### src/rtl/controle_linhas_bloq_pkg.sv
// Shared types and constants for the blocking-row controller.
// Imported by the controller top and by the optional hole generator.
package pacote_linhas_bloq;

    typedef enum logic [1:0] {
        OCIOSO = 2'd0,
        SOBE   = 2'd1,
        DESCE  = 2'd2
    } estado_t;

    localparam logic [2:0] MAX_BLOQ     = 3'd7;
    localparam int         PASSO_BURACO = 3;

endpackage

### src/rtl/controle_linhas_bloq_if.sv
// Row-write handshake between the blocking-row controller (master)
// and the board memory writer (slave).
interface controle_linhas_bloq_if #(
    parameter int COLUNAS = 10,
    parameter int LINHA_W = 5
);

    logic               escreve;
    logic [LINHA_W-1:0] endereco_linha;
    logic [COLUNAS-1:0] dado_linha;
    logic               ack_escrita;

    modport master (
        output escreve,
        output endereco_linha,
        output dado_linha,
        input  ack_escrita
    );

    modport slave (
        input  escreve,
        input  endereco_linha,
        input  dado_linha,
        output ack_escrita
    );

endinterface

### src/rtl/controle_linhas_bloq_buraco.sv
// Hole-column counter for inserted blocking rows: advances by PASSO_BURACO
// modulo COLUNAS on each strobe. Only used when LINHAS_BLOQ_BURACO_EN is defined.
module gerador_buraco
    import pacote_linhas_bloq::*;
#(
    parameter int COLUNAS = 10,
    parameter int IDX_W   = $clog2(COLUNAS)
) (
    input  logic             clock,
    input  logic             reset,
    input  logic             avanca_i,
    output logic [IDX_W-1:0] buraco_o
);

    logic [IDX_W-1:0] buraco_q;
    logic [IDX_W-1:0] buraco_d;
    logic [IDX_W:0]   soma;

    // One extra bit keeps buraco+PASSO from overflowing before the wrap compare.
    always_comb begin
        soma     = {1'b0, buraco_q} + (IDX_W+1)'(PASSO_BURACO);
        buraco_d = buraco_q;
        if (avanca_i) begin
            if (soma >= (IDX_W+1)'(COLUNAS)) begin
                buraco_d = IDX_W'(soma - (IDX_W+1)'(COLUNAS));
            end else begin
                buraco_d = IDX_W'(soma);
            end
        end
    end

    always_ff @(posedge clock) begin
        if (reset) begin
            buraco_q <= '0;
        end else begin
            buraco_q <= buraco_d;
        end
    end

    assign buraco_o = buraco_q;

endmodule

### src/rtl/controle_linhas_bloq.sv
// Moves the blocking-row stack one row per write toward the score counter's level.
// Optional feature macro: LINHAS_BLOQ_BURACO_EN (one hole per inserted row).
//
//   state  | meaning
//   OCIOSO | no request; compare target with current level
//   SOBE   | writing a full row on top of the stack, waiting ack
//   DESCE  | clearing the topmost blocking row, waiting ack
module controle_linhas_bloq
    import pacote_linhas_bloq::*;
#(
    parameter int COLUNAS = 10,
    parameter int LINHAS  = 20,
    parameter int LINHA_W = 5
) (
    input  logic                         clock,
    input  logic                         reset,
    input  logic [2:0]                   linhas_bloq,
    input  logic                         jogo_ativo,
    output logic [2:0]                   linhas_ativas,
    output logic                         ocupado,
    controle_linhas_bloq_if.master       barramento
);

    localparam logic [LINHA_W-1:0] LINHA_BASE  = LINHA_W'(LINHAS - 1);
    localparam logic [LINHA_W-1:0] LINHA_TOTAL = LINHA_W'(LINHAS);

    estado_t            estado_q;
    logic [2:0]         alvo_q;
    logic [2:0]         ativas_q;
    logic               escreve_q;
    logic [LINHA_W-1:0] endereco_q;
    logic [COLUNAS-1:0] dado_q;

    logic [LINHA_W-1:0] ativas_ext;
    logic [COLUNAS-1:0] linha_cheia;
    logic               conclui;

    assign ativas_ext = LINHA_W'(ativas_q);
    assign conclui    = (estado_q != OCIOSO) && barramento.ack_escrita;

`ifdef LINHAS_BLOQ_BURACO_EN
    localparam int IDX_W = $clog2(COLUNAS);
    logic [IDX_W-1:0] buraco;

    gerador_buraco #(
        .COLUNAS (COLUNAS),
        .IDX_W   (IDX_W)
    ) u_buraco (
        .clock    (clock),
        .reset    (reset),
        .avanca_i (conclui && (estado_q == SOBE)),
        .buraco_o (buraco)
    );

    always_comb begin
        linha_cheia         = '1;
        linha_cheia[buraco] = 1'b0;
    end
`else
    assign linha_cheia = '1;
`endif

    // Outputs are loaded on entry and held until ack, so the writer sees a stable request.
    always_ff @(posedge clock) begin
        if (reset) begin
            estado_q   <= OCIOSO;
            alvo_q     <= '0;
            ativas_q   <= '0;
            escreve_q  <= 1'b0;
            endereco_q <= '0;
            dado_q     <= '0;
        end else begin
            alvo_q <= linhas_bloq;
            unique case (estado_q)
                OCIOSO: begin
                    if (jogo_ativo && (alvo_q > ativas_q)) begin
                        estado_q   <= SOBE;
                        escreve_q  <= 1'b1;
                        endereco_q <= LINHA_BASE - ativas_ext;
                        dado_q     <= linha_cheia;
                    end else if (jogo_ativo && (alvo_q < ativas_q)) begin
                        estado_q   <= DESCE;
                        escreve_q  <= 1'b1;
                        endereco_q <= LINHA_TOTAL - ativas_ext;
                        dado_q     <= '0;
                    end
                end
                SOBE: begin
                    if (conclui) begin
                        estado_q   <= OCIOSO;
                        escreve_q  <= 1'b0;
                        endereco_q <= '0;
                        dado_q     <= '0;
                        if (ativas_q != MAX_BLOQ) begin
                            ativas_q <= ativas_q + 3'd1;
                        end
                    end
                end
                DESCE: begin
                    if (conclui) begin
                        estado_q   <= OCIOSO;
                        escreve_q  <= 1'b0;
                        endereco_q <= '0;
                        dado_q     <= '0;
                        if (ativas_q != 3'd0) begin
                            ativas_q <= ativas_q - 3'd1;
                        end
                    end
                end
                default: begin
                    estado_q   <= OCIOSO;
                    escreve_q  <= 1'b0;
                    endereco_q <= '0;
                    dado_q     <= '0;
                end
            endcase
        end
    end

    assign barramento.escreve        = escreve_q;
    assign barramento.endereco_linha = endereco_q;
    assign barramento.dado_linha     = dado_q;
    assign ocupado                   = escreve_q;
    assign linhas_ativas             = ativas_q;

endmodule

### src/flat_wrapper.sv
// flat-port wrapper written by rule: the top's interface ports become plain ports
module controle_linhas_bloq_flat import pacote_linhas_bloq::*;
#(
    parameter int COLUNAS = 10,
    parameter int LINHAS  = 20,
    parameter int LINHA_W = 5
)
  (clock, reset, linhas_bloq, jogo_ativo, linhas_ativas, ocupado, barramento_escreve, barramento_endereco_linha, barramento_dado_linha, barramento_ack_escrita);
  controle_linhas_bloq_if #(.COLUNAS(COLUNAS), .LINHA_W(LINHA_W)) barramento_i ();
  input  logic clock;
  input  logic reset;
  input  logic [2:0] linhas_bloq;
  input  logic jogo_ativo;
  output logic [2:0] linhas_ativas;
  output logic ocupado;
  output wire logic [$bits(barramento_i.escreve)-1:0] barramento_escreve;
  output wire logic [$bits(barramento_i.endereco_linha)-1:0] barramento_endereco_linha;
  output wire logic [$bits(barramento_i.dado_linha)-1:0] barramento_dado_linha;
  input wire logic [$bits(barramento_i.ack_escrita)-1:0] barramento_ack_escrita;
  assign barramento_escreve = barramento_i.escreve;
  assign barramento_endereco_linha = barramento_i.endereco_linha;
  assign barramento_dado_linha = barramento_i.dado_linha;
  assign barramento_i.ack_escrita = barramento_ack_escrita;
  controle_linhas_bloq #(.COLUNAS(COLUNAS), .LINHAS(LINHAS), .LINHA_W(LINHA_W)) u_core (.clock(clock), .reset(reset), .linhas_bloq(linhas_bloq), .jogo_ativo(jogo_ativo), .linhas_ativas(linhas_ativas), .ocupado(ocupado), .barramento(barramento_i));
endmodule
### config.mk
export PLATFORM = sky130hd
export DESIGN_NAME = controle_linhas_bloq_flat
export DESIGN_NICKNAME = d
export VERILOG_FILES = /design/src/rtl/controle_linhas_bloq_pkg.sv /design/src/rtl/controle_linhas_bloq_if.sv /design/src/rtl/controle_linhas_bloq_buraco.sv /design/src/rtl/controle_linhas_bloq.sv /design/src/flat_wrapper.sv
export SDC_FILE = /design/constraint.sdc
export NUM_CORES = 1
export LEC_CHECK = 0
export CORE_AREA = 3 3 51 53
export DETAILED_ROUTE_END_ITERATION = 16
export DIE_AREA = 0 0 54 56
export PLACE_DENSITY = 0.79
export SYNTH_ARGS = -nofsm -noshare
export SYNTH_HDL_FRONTEND = slang
export SYNTH_SLANG_ARGS = --single-unit
export TNS_END_PERCENT = 50
### constraint.sdc
create_clock -name clock -period 2.5 [get_ports clock]
set_input_delay 0.5 -clock clock [delete_from_list [all_inputs] [get_ports clock]]
set_output_delay 0.5 -clock clock [all_outputs]
set_load 0.02 [all_outputs]
==> run_results.csv, run 1 <==
group,metric,value,unit
floorplan,io_pins,27,
grt,grt_pass1_vias,675,
synth,synth_top_area_frac,0.3052,
sta,hold_violations,0,
cts,post_cts_resized,0,
run_status,outcome,"complete, no violations",
setup_path,cp-start-kind,"flip-flop",
synth,yosys_warnings,0,
cells_and_area,drive_above_1_share,0.09649,
route,wl,1810,um
setup_path,worst_ep_arrival_time,2.41,ns
route,dr_total_vias,740,
synth,synth.most_common_cell,"dfxtp_1",
placement,hpwl,1429,um
synth,syn_area,918.4,um^2
cells_and_area,final_core_util,0.5311,
synth,synth_compound_area_frac,0.2166,
grt,grt_max_degree,13,
synth,synth_nets,114,
floorplan,die_area,3024,um^2
synth,synth_common_cells,"dfxtp_1, buf_4, ha_1",
synth,synth_seq_cells,14,
synth,synth_area_leaders,"dfxtp_1, ha_1, buf_4",
synth,synth_ff_type,"dfxtp_1",
cts,cts_setup_buffers,0,
route,vias_per_cell,5.211,
synth,synth_top_family_by_area,"compound AO/OA/AOI/OAI gates",
floorplan,die_w,54,um
sta,final.setup.tns,0,ns
power_and_ir_drop,p_leak,0.4768,nW
setup_path,worst_setup_path_end_kind,"flip-flop",
sta,max_clock_freq,448.6,MHz
job,max_cap_violations,0,
sta,drv_slew,0,
cells_and_area,nFillCells,201,
setup_path,cp_max_fo,8,
cells_and_area,num_antenna_cells,0,
synth,muxShareOfSynthArea,0.03406,
sta,worst_pin_slew,0.5471,ns
synth,synth_edf_count,0,
grt,grt_antenna_before_repair,0,
cts,path_clk_slew,0.09,ns
setup_path,timing_worst_setup_path_type,"flip-flop to flip-flop",
synth,ys_types,37,
sta,worst_clock_skew,0.001076,ns
route,wl_per_cell,12.75,um
cts,cts_hold_buf,0,
route,first_pass_iters,4,
hold_path,hp-class,"flip-flop to flip-flop",
placement,routabilityCongestion,0.8674,
power_and_ir_drop,powerDensity,1230,nW/um^2
grt,grt_util_all_layers,0.1278,
synth,syn_inst,96,
route,post-route-drc-count,0,
grt,gr-total-overflow,0,
cts,cts_tree,"yes",
placement,portBuffers,26,
synth,synthSimpleGateAreaFrac,0.1362,
floorplan,rows,17,
setup_path,cp_data_required_time,2.68,ns
sta,period_minus_slack,2.229,ns
synth,synth-xor-area-share,0.01907,
cts,ctsRootBufferMaster,"clkbuf_4",
sta,slew_headroom,0.6322,
cts,htree_levels,1,
cells_and_area,final_nets,133,
cts,clkSinkCount,14,
cts,cts.path.max_buffers,2,
sta,finalSetupViolCount,0,
synth,async_flop_share,0,
synth,synth.yosys.seq_area_share,0.3052,
route,ant_nets,0,
sta,grt_setup_unrepaired,"false",
grt,grt_first_pass_wirelength,2925,um
floorplan,core,2191,um^2
cells_and_area,area_growth,26.70,%
cts,cts_buffers,3,
synth,synthAdderAreaFrac,0.1580,
power_and_ir_drop,irDropWorstVdd,0.5296,mV
floorplan,start_util,0.4192,
synth,synth_top_area_cell,"dfxtp_1",
sta,period_share,0.8916,
synth,avgSynthCellArea,9.566,um^2
cts,clkLatencyLatePin,0.28,ns
floorplan,fp.dieH,56,um
route,drt_iter0_markers,16,
## worst paths after layout
path,slack (ns),startpoint,end,cells past startpoint
max,0.27,u_core.linhas_ativas[2],u_core.barramento.endereco_linha[1],6
min,0.48,u_core.barramento.endereco_linha[4],u_core.barramento.endereco_linha[4],1
max reg2reg,0.27,u_core.linhas_ativas[2],u_core.barramento.endereco_linha[1],6
min reg2reg,0.48,u_core.barramento.endereco_linha[4],u_core.barramento.endereco_linha[4],1
## worst max-delay path, cell delays in order (launching register included)
cell,delay (ns)
dfxtp_1,0.46
inv_1,0.13
ha_1,0.36
and3b_1,0.21
o211ai_2,0.40
mux2_2,0.39
a22o_1,0.19
## cell families after synthesis
logic type | count (synthesis)
simple gates | 19
mux | 3
fa+ha+maj | 11
compound gates | 26
xor+xnor | 2
flops | 14
buf+inv | 21
## registers in the layout, indices dropped and copies added (netlist names)
signal and count:
u_core.barramento.escreve 1, u_core.alvo_q 3, u_core.barramento.endereco_linha 5, u_core.estado_q 2, u_core.linhas_ativas 3
## cell type report
| type | count | area, um^2 | area share |
|---|---|---|---|
| sequential | 14 | 280.3 | 0.2409 |
| timing repair buffer | 26 | 260.3 | 0.2237 |
| inverter | 9 | 33.78 | 0.02903 |
| tap | 28 | 35.03 | 0.03011 |
| clock buffer | 4 | 36.28 | 0.03118 |
| multi-input combinational | 61 | 518.0 | 0.4452 |
## layer usage
| metal | wire length, um | up-vias | GRT usage |
|---|---|---|---|
| li1 | - | 367 | - |
| met1 | 845 | 344 | 0.1631 |
| met2 | 816 | 27 | 0.1972 |
| met3 | 130 | 2 | 0.04021 |
| met4 | 17 | 0 | 0.04626 |
| met5 | 0 | - | 0 |
## per-stage QoR
step / hold WS, ns / std cells / total power, mW / cell area [um^2] / setup slack [ns]
after floorplan: 0.4987 / 96 / 1.025 / 918.4 / 0.3698
after global placement: 0.4505 / 138 / 1.245 / 1127 / 0.3381
after detailed placement: 0.4672 / 138 / 1.266 / 1127 / 0.2790
after CTS: 0.4897 / 142 / 1.436 / 1164 / 0.2745
after global routing: 0.5001 / 142 / 1.541 / 1164 / 0.1432
final: 0.4835 / 142 / 1.431 / 1164 / 0.2710
## report_power, final
group	internal [mW]	leakage, nW	switching (mW)
logic	0.434	0.341	0.487
registers	0.284	0.115	0.0597
clock network	0.0884	0.0210	0.0779
total	0.807	0.477	0.624
## cells in the final DEF (no fill, tap or decap), drive strengths merged, types with 2 or more instances in the layout
cell type / count
o21ai: 3
nand3: 4
a21oi: 6
dfxtp: 14
a22o: 4
nor2b: 3
clkbuf: 4
nand2: 2
clkdlybuf4s50: 26
a21boi: 2
ha: 10
mux2i: 2
inv: 9
a21o: 2
(Power assumes the default switching activity.)
==> run 2, diff against run 1 <==
--- a/config.mk
+++ b/config.mk
@@ -5,10 +5,11 @@
 export SDC_FILE = /design/constraint.sdc
 export NUM_CORES = 1
 export LEC_CHECK = 0
-export CORE_AREA = 3 3 51 53
+export CORE_AREA = 3 3 52 54
 export DETAILED_ROUTE_END_ITERATION = 16
-export DIE_AREA = 0 0 54 56
-export PLACE_DENSITY = 0.79
+export DIE_AREA = 0 0 55 57
+export MAX_ROUTING_LAYER = met4
+export PLACE_DENSITY = 0.77
 export SYNTH_ARGS = -nofsm -noshare
 export SYNTH_HDL_FRONTEND = slang
 export SYNTH_SLANG_ARGS = --single-unit
==> constraint.sdc (replaced) <==
create_clock -name clock -period 2.83 [get_ports clock]
set_input_delay 0.566 -clock clock [delete_from_list [all_inputs] [get_ports clock]]
set_output_delay 0.566 -clock clock [all_outputs]
set_load 0.02 [all_outputs]
==> run_results.csv, run 2 (synthesized netlist as in run 1, its figures left out) <==
group,metric,value,unit
setup_path,cp-startpoint,"u_core.linhas_ativas[2]",
sta,worst_clock_skew,0.0004431,ns
sta,slew_headroom,0.6565,
cts,htree_levels,1,
hold_path,min-delay-start,"u_core.barramento.endereco_linha[3]",
cells_and_area,final_common_cell,"clkdlybuf4s50_1",
setup_path,r2r_start,"u_core.linhas_ativas[2]",
power_and_ir_drop,p_leak,0.4768,nW
grt,gr-total-overflow,0,
grt,grt_util_met1,0.1634,
cts,clkLatencyLatePin,0.28,ns
floorplan,core,2255,um^2
setup_path,cp-start-kind,"flip-flop",
cells_and_area,num_antenna_cells,0,
grt,use_met3,0.03916,
sta,drv_slew,0,
cts,path_clk_slew,0.08,ns
floorplan,rows,17,
floorplan,die_area,3135,um^2
floorplan,die_w,55,um
route,wl,1817,um
cts,post_cts_resized,0,
sta,fin_ws,0.6304,ns
floorplan,fp.dieH,57,um
cts,cts.path.max_buffers,2,
sta,worst_pin_slew,0.5109,ns
sta,finalSetupViolCount,0,
cts,cts_tree,"yes",
placement,portBuffers,26,
sta,hold_violations,0,
sta,period_share,0.7773,
placement,routabilityCongestion,0.8105,
cts,cts_hold_buf,0,
route,drt_iter0_markers,8,
route,first_pass_iters,2,
route,wl_per_cell,12.80,um
floorplan,start_util,0.4073,
setup_path,worst_setup_path_end_kind,"flip-flop",
setup_path,r2r_cells,6,
run_status,outcome,"complete, no violations",
setup_path,timing_worst_setup_path_type,"flip-flop to flip-flop",
setup_path,cp_max_fo,8,
grt,grt_antenna_before_repair,0,
cells_and_area,drive_above_1_share,0.09649,
cts,cts_setup_buffers,0,
cells_and_area,final_cell_mix,"clkdlybuf4s50_1, dfxtp_1, ha_1",
setup_path,worst_ep_arrival_time,2.38,ns
sta,final.setup.tns,0,ns
cts,clkSinkCount,14,
cells_and_area,area_growth,26.70,%
cells_and_area,nFillCells,226,
route,vias_per_cell,5.134,
cells_and_area,multi_input_area,518.0,um^2
job,max_cap_violations,0,
sta,max_clock_freq,454.6,MHz
grt,met2_usage,0.2162,
grt,grt_first_pass_wirelength,3077,um
route,post-route-drc-count,0,
hold_path,hp-class,"flip-flop to flip-flop",
sta,grt_setup_unrepaired,"false",
floorplan,io_pins,27,
cells_and_area,largest_reg_flops,5,
placement,dp_slack,0.6813,ns
power_and_ir_drop,irDropWorstVdd,0.6281,mV
grt,grt_util_all_layers,0.1345,
grt,grt_max_degree,13,
placement,hpwl,1430,um
cts,cts_buffers,3,
cells_and_area,seqCellArea,280.3,um^2
sta,period_minus_slack,2.200,ns
grt,top_usage_layer,"met2",
power_and_ir_drop,powerDensity,1084,nW/um^2
grt,grt_pass1_vias,700,
route,dr_total_vias,729,
cts,ctsRootBufferMaster,"clkbuf_4",
setup_path,cp_data_required_time,3.01,ns
route,ant_nets,0,
hold_path,hold_depth,1,
cells_and_area,final_nets,133,
## run 2: final cells by class
type                       instances  area share
tap                               28     0.03011
multi-input combinational         61      0.4452
sequential                        14      0.2409
inverter                           9     0.02903
timing repair buffer              26      0.2237
clock buffer                       4     0.03118
## run 2: where the power goes
group	total, mW	switching (mW)	internal (mW)	leakage, nW
combinational	0.813	0.428	0.385	0.341
clock	0.141	0.0628	0.0783	0.0210
sequential	0.307	0.0555	0.251	0.115
total	1.26	0.547	0.714	0.477
## run 2: critical path: stages (launching register included)
cell and delay, ns:
dfxtp_1 0.48, inv_1 0.13, ha_1 0.35, and3b_1 0.20, o211ai_2 0.37, mux2_2 0.38
a22o_1 0.19
## run 2: per-stage QoR
stage | power (mW) | cell area (um^2) | hold slack [ns] | utilization | std cells
floorplan | 0.9057 | 918.4 | 0.4987 | - | 96
global placement | 1.107 | 1127 | 0.4600 | 0.5000 | 138
detailed placement | 1.118 | 1127 | 0.4668 | 0.5000 | 138
CTS | 1.270 | 1164 | 0.4872 | 0.5161 | 142
global route | 1.374 | 1164 | 0.5092 | 0.5161 | 142
finish | 1.261 | 1164 | 0.4794 | 0.5161 | 142
## run 2: final timing paths
path | endpoint | slack [ns]
max | u_core.barramento.endereco_linha[1] | 0.63
min | u_core.barramento.endereco_linha[3] | 0.48
max reg2reg | u_core.barramento.endereco_linha[1] | 0.63
min reg2reg | u_core.barramento.endereco_linha[3] | 0.48
## run 2: layer usage
metal | wire (um) | vias up
li1 | - | 367
met1 | 832 | 336
met2 | 864 | 24
met3 | 104 | 2
met4 | 15 | 0
met5 | 0 | -
==> run 3, diff against run 2 <==
==> constraint.sdc (replaced) <==
create_clock -name clock -period 2.09 [get_ports clock]
set_input_delay 0.418 -clock clock [delete_from_list [all_inputs] [get_ports clock]]
set_output_delay 0.418 -clock clock [all_outputs]
set_load 0.02 [all_outputs]
==> run_results.csv, run 3 (synthesized netlist as in run 1, its figures left out) <==
group,metric,value,unit
run_status,outcome,"complete, no violations",
power_and_ir_drop,p_int,1.023,mW
power_and_ir_drop,p_comb_frac,0.675,
power_and_ir_drop,power_frac_clock,0.110,
route,ant_nets,0,
cells_and_area,largest_reg_flops,5,
cells_and_area,drive_above_1_share,0.1653,
sta,worst_pin_slew,0.4977,ns
cts,path_clk_slew,0.09,ns
job,max_cap_violations,0,
route,wl_per_cell,12.30,um
hold_path,hp-class,"flip-flop to flip-flop",
cts,ctsRootBufferMaster,"clkbuf_4",
placement,dp_slack,0.05466,ns
cts,htree_levels,1,
setup_path,worst_ep_arrival_time,2.14,ns
sta,period_share,0.9374,
power_and_ir_drop,irDropWorstVdd,0.6344,mV
setup_path,r2r_start,"u_core.linhas_ativas[1]",
power_and_ir_drop,powerDensity,1446,nW/um^2
setup_path,path_cells,"inv_1 -> ha_1 -> and3b_1 -> o211ai_4 -> mux2_2 -> a22o_1",
sta,final.setup.tns,0,ns
placement,dp.cells,144,
route,first_pass_iters,4,
power_and_ir_drop,p_sw_frac,0.4238,
sta,worst_clock_skew,0.0009743,ns
grt,grt_util_all_layers,0.1360,
placement,portBuffers,26,
cells_and_area,seqCellArea,282.8,um^2
sta,finalSetupViolCount,0,
cts,cts_tree,"yes",
cells_and_area,fin_cells,149,
route,vias_per_cell,5.020,
setup_path,cp-startpoint,"u_core.linhas_ativas[1]",
sta,period_minus_slack,1.959,ns
setup_path,reg2reg_slack,0.13,ns
power_and_ir_drop,p_leak,0.5128,nW
grt,grt_pass1_vias,687,
sta,fin_ws,0.1308,ns
cts,cts_buffers,3,
route,post-route-drc-count,0,
cells_and_area,area_growth,33.65,%
setup_path,worst_setup_path_end_kind,"flip-flop",
grt,gr-total-overflow,0,
cells_and_area,multi_input_area,526.8,um^2
floorplan,start_util,0.4073,
placement,hpwl,1504,um
floorplan,die_area,3135,um^2
sta,slew_headroom,0.6654,
sta,drv_slew,0,
floorplan,fp.dieH,57,um
floorplan,die_w,55,um
cells_and_area,nFillCells,218,
cells_and_area,num_antenna_cells,0,
cts,clkSinkCount,14,
setup_path,r2r-end,"u_core.barramento.endereco_linha[1]",
setup_path,crit_end,"u_core.barramento.endereco_linha[1]",
setup_path,cp-start-kind,"flip-flop",
setup_path,crit_path_max_incr_delay,0.38,ns
setup_path,cp_max_fo,7,
route,drt_iter0_markers,5,
setup_path,r2r_cells,6,
sta,hold_violations,0,
sta,grt_setup_unrepaired,"false",
cts,cts.path.max_buffers,2,
grt,grt_max_degree,12,
power_and_ir_drop,finalPower,1.775,mW
floorplan,core,2255,um^2
setup_path,timing_worst_setup_path_type,"flip-flop to flip-flop",
cts,clkLatencyLatePin,0.28,ns
route,dr_total_vias,748,
route,wl,1833,um
floorplan,rows,17,
power_and_ir_drop,p_sw,0.7522,mW
power_and_ir_drop,share_seq_of_total_power,0.216,
cells_and_area,final_common_cell,"clkdlybuf4s50_1",
cts,cts_hold_buf,0,
grt,grt_first_pass_wirelength,2994,um
grt,grt_antenna_before_repair,0,
placement,routabilityCongestion,0.8354,
setup_path,crit_path_top_delay_cell,"mux2_2",
floorplan,io_pins,27,
cells_and_area,final_nets,140,
setup_path,cp_data_required_time,2.27,ns
sta,max_clock_freq,510.4,MHz
cells_and_area,final_cell_mix,"clkdlybuf4s50_1, dfxtp_1, ha_1",
## run 3: cell types whose count changed in the layout (fill, tap and decap cells not counted), sizes merged
| cell | previous run | this run |
|---|---|---|
| buf | 0 | 7 |
## run 3: power groups by stage
stage / combinational [mW] / sequential [mW] / clock, mW
2_1_floorplan: 0.765 / 0.478 / 0
3_3_place_gp: 1.18 / 0.383 / 0
3_5_place_dp: 1.19 / 0.388 / 0
4_1_cts: 1.20 / 0.382 / 0.205
5_1_grt: 1.33 / 0.390 / 0.223
6_report: 1.20 / 0.383 / 0.195
## run 3: worst min-delay path by stage
stage | from | cells past startpoint | endpoint
2_1_floorplan | u_core.estado_q[1] | 2 | u_core.estado_q[1]
3_3_place_gp | u_core.barramento.endereco_linha[3] | 1 | u_core.barramento.endereco_linha[3]
4_1_cts | u_core.barramento.endereco_linha[3] | 1 | u_core.barramento.endereco_linha[3]
3_5_place_dp | u_core.barramento.endereco_linha[3] | 1 | u_core.barramento.endereco_linha[3]
6_report | u_core.barramento.endereco_linha[3] | 1 | u_core.barramento.endereco_linha[3]
5_1_grt | u_core.barramento.endereco_linha[3] | 1 | u_core.barramento.endereco_linha[3]
## run 3: worst max-delay path: cells and delay by family, from the launching register on
family / cells / cell delay (ns)
muxes: 1 / 0.38
AOI/OAI and AO/OA: 2 / 0.46
DFF: 1 / 0.36
adders and majority gates: 1 / 0.34
and+or+nand+nor: 1 / 0.23
buffers and inverters: 1 / 0.11
## run 3: per-stage QoR
stage | cell area (um^2) | hold WS (ns) | util
2_1_floorplan | 928.4 | 0.4987 | -
4_1_cts | 1219 | 0.4830 | 0.5405
5_1_grt | 1227 | 0.5111 | 0.5444
6_report | 1227 | 0.4765 | 0.5444
3_3_place_gp | 1182 | 0.4488 | 0.5244
3_5_place_dp | 1182 | 0.4605 | 0.5244
## run 3: layer usage
metal	share of wire	wire, um	GRT usage	vias to the layer above
met5	0	0	-	-
met2	0.48	886	0.2162	26
met4	0.0055	10	0.02083	0
met1	0.43	786	0.1629	339
li1	-	-	-	381
met3	0.081	148	0.05483	2
## run 3: final cells by class
class	count	share of cell area
tap	28	0.02854
timing repair buffer	33	0.2548
multi-input combinational	61	0.4292
clock buffer	4	0.02956
inverter	9	0.02752
sequential	14	0.2304
## run 3: timing repair
action,in CTS,in global routing
buffers inserted,0,1
hold endpoints to repair,0,0
endpoints found under the setup margin,0,2
resized for setup,0,1
==> variant 1, RTL diff (config.mk and constraints of run 1) <==
Re-encode `estado_t` (3 values) as one-hot, 3 bits wide.
--- a/src/rtl/controle_linhas_bloq_pkg.sv
+++ b/src/rtl/controle_linhas_bloq_pkg.sv
@@ -2,10 +2,10 @@
 // Imported by the controller top and by the optional hole generator.
 package pacote_linhas_bloq;
 
-    typedef enum logic [1:0] {
-        OCIOSO = 2'd0,
-        SOBE   = 2'd1,
-        DESCE  = 2'd2
+    typedef enum logic [2:0] {
+        OCIOSO = 3'b001,
+        SOBE   = 3'b010,
+        DESCE  = 3'b100
     } estado_t;
 
     localparam logic [2:0] MAX_BLOQ     = 3'd7;
Formal check against the unedited RTL: no difference found for any inputs over 10 cycles, from zero or initial values and one cycle with reset high; not proved beyond that.
==> variant 1 against run 1 <==
Sequential share of layout area rose by 2.0 points; cell area shrank 1.2%; maximum frequency grew 4.1%; area after synthesis is 0.82% lower; worst setup slack gained 0.087 ns; non-clock buffer count is the same; via count grew 0.14%; routed wire length fell by 0.94%; hold slack gained 0.0026 ns; sequential cell count rose by 1; highest routed layer unchanged.
Power is not compared: it rests on default switching activity, and its combinational part moved more than twofold at a synthesized area within 25%.
==> variant 1: results (changes against run 1) <==
Outcome
  • Outcome: complete, no violations

Global routing
  • Vias in the first global route: 697 (+3.3%)
  • First-pass GRT wire length: 2884 um (-1.4%)
  • Largest net degree at the start of global routing: 17 (+4)
  • Gr usage total: 12.67% (-0.11 points)

STA
  • Worst slew pin tran: 0.4589 ns (-0.08821 ns)
  • Clk_skew: 0.01401 ns (+0.01294 ns)
  • Hold_ws: 0.4861 ns (+0.002600 ns)

Place
  • Routability cong.: 0.7988 (-7.9%)
  • Dpl cell area: 1120 um2 (-0.67%)
  • HPWL after DPL: 1438 um (+0.64%)

Detailed routing
  • Routed vias: 741 (+0.14%)
  • Top sig layer: met4
  • Met2 wire length: 884 um (+8.3%)
  • M1 WL: 782 um (-7.5%)
  • Met3 wire length: 100 um (-23%)
  • DRT iter0 DRCs: 13 (-3)
  • DR WL/cell: 12.37 um (-3.0%)

Worst setup path
  • Worst Path Arrival: 2.37 ns (-0.04 ns)
  • CP Max Fanout: 16 (+8)
  • Slack of the worst reg-to-reg path: 0.36 ns (+0.09 ns)
  • Worst setup path endpoint: u_core.linhas_ativas[2]
  • R2R cell count: 6 (unchanged)
  • CP Launch Point: u_core.barramento.dado_linha[8]

Logic synthesis
  • Synth cell types: 36 (-2.7%)
  • Seq/Total Area, Yosys: 32.97% (+2.4 points)
  • Top cells by count, synth: 15 x dfxtp_1, 12 x inv_1, 11 x buf_4

Finish
  • Layout cell share with drive strength beyond 1: 9.402% (-0.25 points)
  • Area grow syn2layout: 26.24%
  • Number of fill cells: 215 (+7.0%)

Power and ir drop
  • Clk network pwr share: 27.6%
  • VDD IR max: 283.9 uV

Clock tree
  • CTS resizes: 0 (unchanged)
  • Clock latency on the worst-skew pair: 0.29 ns
  • Total CTS buffers: 3 (unchanged)
  • Clock slew at reported path FFs: 0.11 ns (+0.02 ns)

Worst hold path
  • WHS Endpoint: u_core.barramento.endereco_linha[4]
  • Worst Hold Depth: 2 (+1)
[variant 1: changes by cell type after synthesis, sizes merged, moves of 2 or more]
| cell | run 1 | this run |
|---|---|---|
| o22ai | 0 | 5 |
| a22o | 4 | 0 |
| ha | 10 | 7 |
| inv | 9 | 12 |
| nand3 | 4 | 1 |
| a21boi | 2 | 0 |
| nor3 | 0 | 2 |
| nor3b | 1 | 3 |
| or3 | 1 | 3 |
[variant 1: metrics by stage]
step                cells  worst slack, ns
finish                145           0.3580
global route          145           0.1901
CTS                   145           0.3213
detailed placement    141           0.3301
global placement      141           0.4592
floorplan              99           0.5290
[variant 1: critical path: cells and delay by family, from the launching register on]
kind,cells,cell delay [ns]
compound gates,1,0.14
simple gates,2,0.80
fa+ha+maj,1,0.40
flops,1,0.45
xor+xnor,1,0.18
buf+inv,1,0.10
[variant 1: cell type report]
type | instances | area share, %
tap | 28 | 3.047
inverter | 12 | 3.917
timing repair buffer | 26 | 22.63
multi-input combinational | 60 | 41.68
clock inverter | 1 | 0.6529
clock buffer | 3 | 1.959
sequential | 15 | 26.12
[variant 1: routing by layer]
metal | GRT usage [%] | vias up
met5 | 0 | -
met4 | 4.270 | 0
met3 | 3.217 | 4
met2 | 20.76 | 25
met1 | 15.64 | 340
li1 | - | 372
[variant 1: logic make-up (layout without fill, tap and decap cells)]
| family | after synthesis | count (layout) | share of synthesized area, % |
|---|---|---|---|
| fa+ha+maj | 8 | 8 | 11.81 |
| buf+inv | 24 | 42 | 14.42 |
| xor+xnor | 3 | 3 | 2.885 |
| simple gates | 22 | 22 | 15.93 |
| compound gates | 24 | 24 | 18.41 |
| mux | 3 | 3 | 3.571 |
| flops | 15 | 15 | 32.97 |
==> variant 2, RTL diff (config.mk and constraints of run 1) <==
Without the edit above. `LINHA_W` is set to 5 in 3 places; all go to 10.
--- a/src/rtl/controle_linhas_bloq_if.sv
+++ b/src/rtl/controle_linhas_bloq_if.sv
@@ -2,7 +2,7 @@
 // and the board memory writer (slave).
 interface controle_linhas_bloq_if #(
     parameter int COLUNAS = 10,
-    parameter int LINHA_W = 5
+    parameter int LINHA_W = 10
 );
 
     logic               escreve;
--- a/src/rtl/controle_linhas_bloq.sv
+++ b/src/rtl/controle_linhas_bloq.sv
@@ -10,7 +10,7 @@
 #(
     parameter int COLUNAS = 10,
     parameter int LINHAS  = 20,
-    parameter int LINHA_W = 5
+    parameter int LINHA_W = 10
 ) (
     input  logic                         clock,
     input  logic                         reset,
--- a/src/flat_wrapper.sv
+++ b/src/flat_wrapper.sv
@@ -3,7 +3,7 @@
 #(
     parameter int COLUNAS = 10,
     parameter int LINHAS  = 20,
-    parameter int LINHA_W = 5
+    parameter int LINHA_W = 10
 )
   (clock, reset, linhas_bloq, jogo_ativo, linhas_ativas, ocupado, barramento_escreve, barramento_endereco_linha, barramento_dado_linha, barramento_ack_escrita);
   controle_linhas_bloq_if #(.COLUNAS(COLUNAS), .LINHA_W(LINHA_W)) barramento_i ();
Interface: changed (resized barramento_endereco_linha); port bits go from 27 to 32. The function was not compared with the original's and may differ.
==> variant 2 against run 1 <==
Routed wire length up 6.5%; highest routed layer unchanged; clock skew up 0.0036 ns; total power down 9.0%; area after synthesis up 4.4%; cell area up 2.8%; critical endpoint is now u_core.linhas_ativas[2]; clock power up 2%; die area unchanged; synthesized cell count up 6.3%; final cell count up 4.9%; sequential cell count unchanged; worst setup slack better by 0.097 ns.
==> variant 2: results (changes against run 1) <==
Power and ir drop
  • VDD IR max: 450.6 uV (-15%)
  • Leak Pwr: 0.4957 nW (+4.0%)

Worst setup path
  • CP Max Fanout: 12 (+4)
  • Reg-to-Reg End: u_core.linhas_ativas[2]
  • Slack of the worst reg-to-reg path: 0.37 ns (+0.10 ns)

Outcome
  • Outcome: complete, no violations

STA
  • Worst slew margin: 64.69% (+1.5 points)
  • Hold_ws: 0.4808 ns (-0.002709 ns)
  • Clk_skew: 0.004637 ns (+0.003562 ns)

Place
  • Place WS: 0.3835 ns (+0.1045 ns)
  • HPWL after DPL: 1497 um (+4.8%)
  • Routability cong.: 0.7227 (-17%)
  • Dpl cell area: 1160 um2 (+2.9%)

Finish
  • Number of fill cells: 206 (+2.5%)
  • Layout cell share with drive strength beyond 1: 11.57% (+1.9 points)

Global routing
  • Gr usage total: 14.42% (+1.6 points)
  • First-pass GRT wire length: 3180 um (+8.7%)

Worst hold path
  • WHS Endpoint: u_core.barramento.endereco_linha[3]

Logic synthesis
  • Seq/Total Area, Yosys: 29.24% (-1.3 points)
  • Top cells by count, synth: 16 x buf_4, 14 x dfxtp_1, 10 x ha_1
  • Top cells by area, synth: dfxtp_1 29%, ha_1 13%, buf_4 13%, a21oi_1 4.7%, a22o_1 3.7%
  • Post-synthesis instance total: 102 (+6.3%)

Detailed routing
  • WL final: 1928 um (+6.5%)
  • DRT iter0 DRCs: 6 (-10)
  • DR pass1 iterations: 5 (+1)
-- variant 2: logic make-up after synthesis --
kind of cell | Yosys count | share of synthesized area, %
AO/OA/AOI/OAI | 26 | 19.32
XOR/XNOR | 2 | 1.828
adder cells (fa/ha/maj) | 11 | 15.14
buffers and inverters | 25 | 16.06
flip-flops | 14 | 29.24
multiplexers | 3 | 3.264
other | 1 | 0.3913
AND/OR/NAND/NOR | 20 | 14.75
-- variant 2: layer usage --
| metal | up-vias | part of all wire, % | GRT usage (%) | wire [um] |
|---|---|---|---|---|
| met5 | - | 0 | 0 | 0 |
| met4 | 0 | 2.5 | 8.185 | 49 |
| met3 | 7 | 6.8 | 3.485 | 132 |
| met2 | 31 | 50 | 24.74 | 956 |
| met1 | 352 | 41 | 15.33 | 790 |
| li1 | 378 | - | - | - |
-- variant 2: final cells by class --
cell class	count	area [um2]	area share [%]
clock buffer	4	36.28	3.033
tap	28	35.03	2.929
timing repair buffer	28	275.3	23.01
multi-input combinational	67	539.3	45.08
inverter	8	30.03	2.510
sequential	14	280.3	23.43
-- variant 2: worst max-delay path by stage --
stage,start,to,slack [ns],cells after the start
after floorplan,u_core.linhas_ativas[2],u_core.barramento.endereco_linha[1],0.38,6
after global placement,u_core.barramento.dado_linha[8],u_core.linhas_ativas[2],0.44,6
after detailed placement,u_core.barramento.dado_linha[8],u_core.linhas_ativas[2],0.38,6
after CTS,u_core.barramento.dado_linha[8],u_core.linhas_ativas[2],0.35,6
after global routing,u_core.barramento.dado_linha[8],u_core.linhas_ativas[2],0.19,6
final,u_core.barramento.dado_linha[8],u_core.linhas_ativas[2],0.37,6
-- variant 2: report_power, final --
part | internal [mW] | total, mW | switching, mW
combinational | 0.388 | 0.813 | 0.425
clock | 0.0888 | 0.170 | 0.0810
sequential | 0.277 | 0.319 | 0.0421
